<file path="src/rtl/dma_loader_pkg.sv">
// Shared types for the expansion-port DMA loader: FSM state encoding and
// the C64 bus read/write strobe levels.
package dma_loader_pkg;

    typedef enum logic [2:0] {
        ST_IDLE    = 3'd0,
        ST_REQ     = 3'd1,
        ST_FETCH   = 3'd2,
        ST_WAIT_HI = 3'd3,
        ST_XFER    = 3'd4,
        ST_FINISH  = 3'd5
    } state_t;

    localparam logic RW_READ  = 1'b1;
    localparam logic RW_WRITE = 1'b0;

endpackage

</file>
<file path="src/rtl/dma_loader_phi2_edge.sv">
// Registered edge detector for a clk-synchronous phi2; also usable by the IEC block.
module phi2_edge (
    input  logic clk,
    input  logic reset_n,
    input  logic phi2,
    output logic rise,
    output logic fall
);

    logic phi2_q;

    always_ff @(posedge clk or negedge reset_n) begin
        if (!reset_n) phi2_q <= 1'b0;
        else          phi2_q <= phi2;
    end

    assign rise = phi2 & ~phi2_q;
    assign fall = ~phi2 & phi2_q;

endmodule

</file>
<file path="src/rtl/dma_loader.sv">
// Expansion-port DMA engine: copies ROM bytes into C64 memory, or compares
// C64 memory against ROM, one byte per stolen phi2 cycle.
//
// state    | meaning
// ---------+---------------------------------------------------------
// IDLE     | waiting for start
// REQ      | dma asserted, waiting for a phi2 fall with ba=1
// FETCH    | rom_a driven with the source pointer for one clk
// WAIT_HI  | ROM byte captured, waiting for a phi2 rise with ba=1
// XFER     | bus cycle driven during phi2 high, resolved at the fall
// FINISH   | dma released, done pulsed, back to IDLE
module dma_loader
    import dma_loader_pkg::*;
#(
    parameter int ADDR_W = 16,
    parameter int SRC_AW = 13,
    parameter int LEN_W  = 16
) (
    input  logic              clk,
    input  logic              reset_n,
    input  logic              phi2,
    input  logic              ba,
    input  logic              start,
    input  logic              abort,
    input  logic              verify,
    input  logic [ADDR_W-1:0] dst_addr,
    input  logic [SRC_AW-1:0] src_base,
    input  logic [LEN_W-1:0]  length,
    output logic [SRC_AW-1:0] rom_a,
    input  logic [7:0]        rom_d,
    input  logic [7:0]        bus_d,
    output logic              dma,
    output logic [ADDR_W-1:0] a_o,
    output logic [7:0]        d_o,
    output logic              rw,
    output logic              busy,
    output logic              done,
    output logic              error,
    output logic [ADDR_W-1:0] err_addr
);

    localparam logic [ADDR_W-1:0] ADDR_ONE = ADDR_W'(1);
    localparam logic [SRC_AW-1:0] SRC_ONE  = SRC_AW'(1);
    localparam logic [LEN_W-1:0]  LEN_ONE  = LEN_W'(1);

    logic              phi2_rise;
    logic              phi2_fall;
    state_t            state;
    logic [ADDR_W-1:0] dst;
    logic [SRC_AW-1:0] src;
    logic [LEN_W-1:0]  count;
    logic              mode_verify;
    logic [7:0]        data;
    logic              cap_pend;

    phi2_edge u_phi2_edge (
        .clk     (clk),
        .reset_n (reset_n),
        .phi2    (phi2),
        .rise    (phi2_rise),
        .fall    (phi2_fall)
    );

    always_ff @(posedge clk or negedge reset_n) begin
        if (!reset_n) begin
            state       <= ST_IDLE;
            dst         <= '0;
            src         <= '0;
            count       <= '0;
            mode_verify <= 1'b0;
            data        <= '0;
            cap_pend    <= 1'b0;
            rom_a       <= '0;
            dma         <= 1'b0;
            a_o         <= '0;
            d_o         <= '0;
            rw          <= RW_READ;
            busy        <= 1'b0;
            done        <= 1'b0;
            error       <= 1'b0;
            err_addr    <= '0;
        end else begin
            done <= 1'b0;
            // abort outranks everything, including a coincident phi2 fall in XFER
            if (abort && state != ST_IDLE && state != ST_FINISH) begin
                state <= ST_FINISH;
                error <= 1'b1;
                dma   <= 1'b0;
                rw    <= RW_READ;
            end else begin
                case (state)
                    ST_IDLE: begin
                        if (start) begin
                            dst         <= dst_addr;
                            src         <= src_base;
                            count       <= length;
                            mode_verify <= verify;
                            error       <= 1'b0;
                            busy        <= 1'b1;
                            if (length == '0) begin
                                state <= ST_FINISH;
                            end else begin
                                state <= ST_REQ;
                                dma   <= 1'b1;
                            end
                        end
                    end
                    ST_REQ: begin
                        if (phi2_fall && ba) begin
                            state <= ST_FETCH;
                            rom_a <= src;
                        end
                    end
                    ST_FETCH: begin
                        cap_pend <= 1'b1;
                        state    <= ST_WAIT_HI;
                    end
                    ST_WAIT_HI: begin
                        // ROM data lands one clk after the address has been presented
                        if (cap_pend) begin
                            data     <= rom_d;
                            cap_pend <= 1'b0;
                        end
                        if (phi2_rise && ba) begin
                            state <= ST_XFER;
                            a_o   <= dst;
                            d_o   <= cap_pend ? rom_d : data;
                            rw    <= mode_verify ? RW_READ : RW_WRITE;
                        end
                    end
                    ST_XFER: begin
                        if (phi2_fall) begin
                            rw <= RW_READ;
                            if (mode_verify && bus_d != data) begin
                                error    <= 1'b1;
                                err_addr <= dst;
                                state    <= ST_FINISH;
                                dma      <= 1'b0;
                            end else begin
                                count <= count - LEN_ONE;
                                dst   <= dst + ADDR_ONE;
                                src   <= src + SRC_ONE;
                                if (count == LEN_ONE) begin
                                    state <= ST_FINISH;
                                    dma   <= 1'b0;
                                end else begin
                                    state <= ST_FETCH;
                                    rom_a <= src + SRC_ONE;
                                end
                            end
                        end
                    end
                    ST_FINISH: begin
                        done  <= 1'b1;
                        busy  <= 1'b0;
                        state <= ST_IDLE;
                    end
                    default: state <= ST_IDLE;
                endcase
            end
        end
    end

endmodule

</file>
<file path="config.mk">
export PLATFORM = sky130hd
export DESIGN_NAME = dma_loader
export DESIGN_NICKNAME = d
export VERILOG_FILES = /design/src/rtl/dma_loader_pkg.sv /design/src/rtl/dma_loader_phi2_edge.sv /design/src/rtl/dma_loader.sv
export SDC_FILE = /design/constraint.sdc
export NUM_CORES = 1
export LEC_CHECK = 0
export BUFFER_PORTS_ARGS = -buffer_cell sky130_fd_sc_hd__buf_2
export CAP_MARGIN = 20
export CORE_ASPECT_RATIO = 1.75
export CORE_MARGIN = 1.5
export CORE_UTILIZATION = 30
export DETAILED_ROUTE_END_ITERATION = 8
export GPL_TIMING_DRIVEN = 0
export HOLD_SLACK_MARGIN = 0.1
export PLACE_DENSITY = 0.46
export SLEW_MARGIN = 20
export SYNTH_ARGS = -nofsm -noshare
export SYNTH_HDL_FRONTEND = slang
export SYNTH_SLANG_ARGS = --single-unit
</file>
<file path="constraint.sdc">
create_clock -name clk -period 2.5 [get_ports clk]
set_input_delay 0.5 -clock clk [delete_from_list [all_inputs] [get_ports clk]]
set_output_delay 0.5 -clock clk [all_outputs]
set_load 0.05 [all_outputs]
</file>
==> impl_metrics.tcl <==
set metrics [dict create \
    ys_seq_area_frac 0.468 \
    synthToLayoutAreaGrowth_pct 27.9 \
    antenna_cells 0 \
    cts_root_buffer "clkbuf_16" \
    clkTransAtPathRegs_ns 0.06 \
    crit_arrival_ns 2.73 \
    dr.pass1.iters 9 \
    synth-async-reset-ratio 1.00 \
    grt_max_degree 74 \
    synth-seq-cells 117 \
    place_inst 1006 \
    pin_count 126 \
    core_um2 20400 \
    synth_warnings 0 \
    grt_pass1_vias 6125 \
    place.gp.congestion 0.880 \
    dp_hpwl_um 16100 \
    max_freq_mhz 411 \
    nets 855 \
    reg2reg_slack_ns 0.07 \
    setup_viol 0 \
    syn_nets 705 \
    synth_area_leader_cell "dfrtp_1" \
    worst_pin_slew_ns 0.813 \
    grt_pass1_wl_um 34500 \
    rsz0062_at_grt "no" \
    die_x_um 112 \
    drtAntennaViolNets 0 \
    holdWs_ns 0.228 \
    io_buffers 124 \
    syn_inst 633 \
    drt_iter0_markers 336 \
    synth_top_area_frac 0.464 \
    clkLatencyLatePin_ns 0.42 \
    wirelength_um 22000 \
    status "finished, violations left" \
    clock_sinks 117 \
    grtUsageTotal 0.207 \
    ctsHtreeMaxLevel 4 \
    placed_area_um2 7220 \
    syn_area_um2 6260 \
    num_vias 5828 \
    peakVddDrop_mv 0.507 \
    remaining_drc_errors 8 \
    max_slew_margin 0.458 \
    fin_skew_ns 0.00983 \
    dpl_worst_slack_ns -0.892 \
    violations "design-rule violations" \
    placementRows 69 \
    path_max_fanout 10 \
    stdcell_area_um2 8000 \
    routed_via_density 5.58 \
    max-clock-path-buffers 2 \
    end_kind "flip-flop" \
    final_core_util 0.393 \
    cts_tree "yes" \
    fin_cells 1044 \
    final_cell_mix "buf_2, dfrtp_1, a21oi_1" \
    fp.dieArea_um2 21800 \
    slew_violations 0 \
    synth_edf_count 0 \
    worstHoldPathType "primary input to flip-flop" \
    initial_core_util 0.307 \
    gr-total-overflow 0 \
    wl_per_cell_um 21.1 \
    synth_cell_types 66 \
    cts_buffers 17 \
    netlist_top_cells_area "dfrtp_1, mux2_2, a21oi_1, o21ai_0, nand2_1" \
    cap_violations 0 \
    fillers 2076 \
    die_h_um 194 \
    drive_gt1_frac 0.320 \
    grt_antenna_before_repair 2 \
    synth-main-ff-cell "dfrtp_1" \
    finalHoldViolCount 0 \
    finalCritPeriodShare 0.972 \
    power_density_nw_per_um2 1380 \
    avgSynthCellArea_um2 9.88 \
    finalWorstSetupSlack_ns 0.0698 \
    power.leakage_nw 3.58 \
    required_ns 2.80 \
    period_minus_slack_ns 2.43 \
    worstSetupPathType "flip-flop to flip-flop" \
    layout_commonest_cell "buf_2" \
    start_kind "flip-flop" \
]
kinds of logic after synthesis:
family | after synthesis | share of synthesized area
and+or+nand+nor | 205 | 0.172
AOI/OAI and AO/OA | 172 | 0.172
DFF | 117 | 0.468
muxes | 64 | 0.119
buffers and inverters | 51 | 0.0324
xor gates and xnor gates | 20 | 0.0280
adders and majority gates | 4 | 0.00800
metrics by stage:
stage	setup TNS [ns]	power [mW]
2_1_floorplan	0	6.77
3_3_place_gp	-107.04	8.17
3_5_place_dp	-33.53	8.28
4_1_cts	0	11.1
5_1_grt	0	11.7
6_report	0	11.1
area by class of cell:
| type | count | area (µm²) | area share |
|---|---|---|---|
| inverter | 9 | 33.8 | 0.00422 |
| tap | 248 | 310 | 0.0388 |
| clock inverter | 9 | 174 | 0.0217 |
| timing repair buffer | 132 | 709 | 0.0886 |
| sequential | 117 | 2930 | 0.366 |
| buffer | 41 | 186 | 0.0233 |
| multi-input combinational | 465 | 3200 | 0.400 |
| clock buffer | 23 | 458 | 0.0572 |
metal layers:
layer  global-route usage  vias to the layer above  share of wire
li1                     -                     2653              -
met1                0.228                     2894           0.38
met2                0.375                      234           0.54
met3               0.0416                       45          0.054
met4               0.0994                        2          0.030
met5                    0                        -        0.00054
synth_stat cells (all sizes together) (3+ instances only):
master,n
nor2b,5
xor2,7
nand2b,3
o21a,3
and4,3
nand2,46
nor4,11
a31oi,15
nand3,25
nand4,14
o32ai,4
or4,7
mux2i,9
nor4b,4
ha,4
nor3b,3
o211ai,4
nor2,42
o32a,4
o21ai,50
and2,6
xnor2,13
nand3b,4
mux2,55
buf,8
nor3,14
or3,3
dfrtp,116
inv,9
o22ai,10
a21oi,50
and3,10
a32oi,3
a311oi,4
clkbuf,34
report_power, final:
part	total, mW	internal, mW	switching [mW]	leakage (nW)
registers	3.48	2.69	0.786	1.45
logic	4.91	1.61	3.30	1.83
clock network	2.69	1.79	0.898	0.310
worst paths after layout:
check	endpoint	depth (start not counted)	from
worst max-delay path	rom_a[0]$_DFFE_PN0P_	7	count[5]$_DFFE_PN0P_
worst min-delay path	u_phi2_edge.phi2_q$_DFF_PN0_	1	phi2
worst max register to register	rom_a[0]$_DFFE_PN0P_	7	count[5]$_DFFE_PN0P_
worst min register to register	busy$_DFFE_PN0P_	2	busy$_DFFE_PN0P_
max in group asynchronous	count[5]$_DFFE_PN0P_	3	reset_n
min in group asynchronous	d_o[2]$_DFFE_PN0P_	2	reset_n
critical path: stages (launching register included):
cell     delay (ns)
dfrtp_2        0.44
or4_4          0.55
or3_1          0.32
buf_2          0.18
o31ai_4        0.26
nor2_4         0.08
buf_6          0.17
mux2_4         0.30
state kept, by name (all words and copies together) (netlist names), 3 cells and up:
signal    flops
state         3
a_o          16
data          8
count        16
err_addr     16
rom_a        13
dst          16
src          13
d_o           8
what timing repair did:
action / 4_1_cts / 5_1_grt
hold buffers: 1 / 0
setup buffers: 6 / 0
hold endpoints to repair: 44 / 0
resized for setup: 21 / 17
endpoints found under the setup margin: 89 / 85
pin swaps: 2 / 1
(Power assumes the default switching activity.)
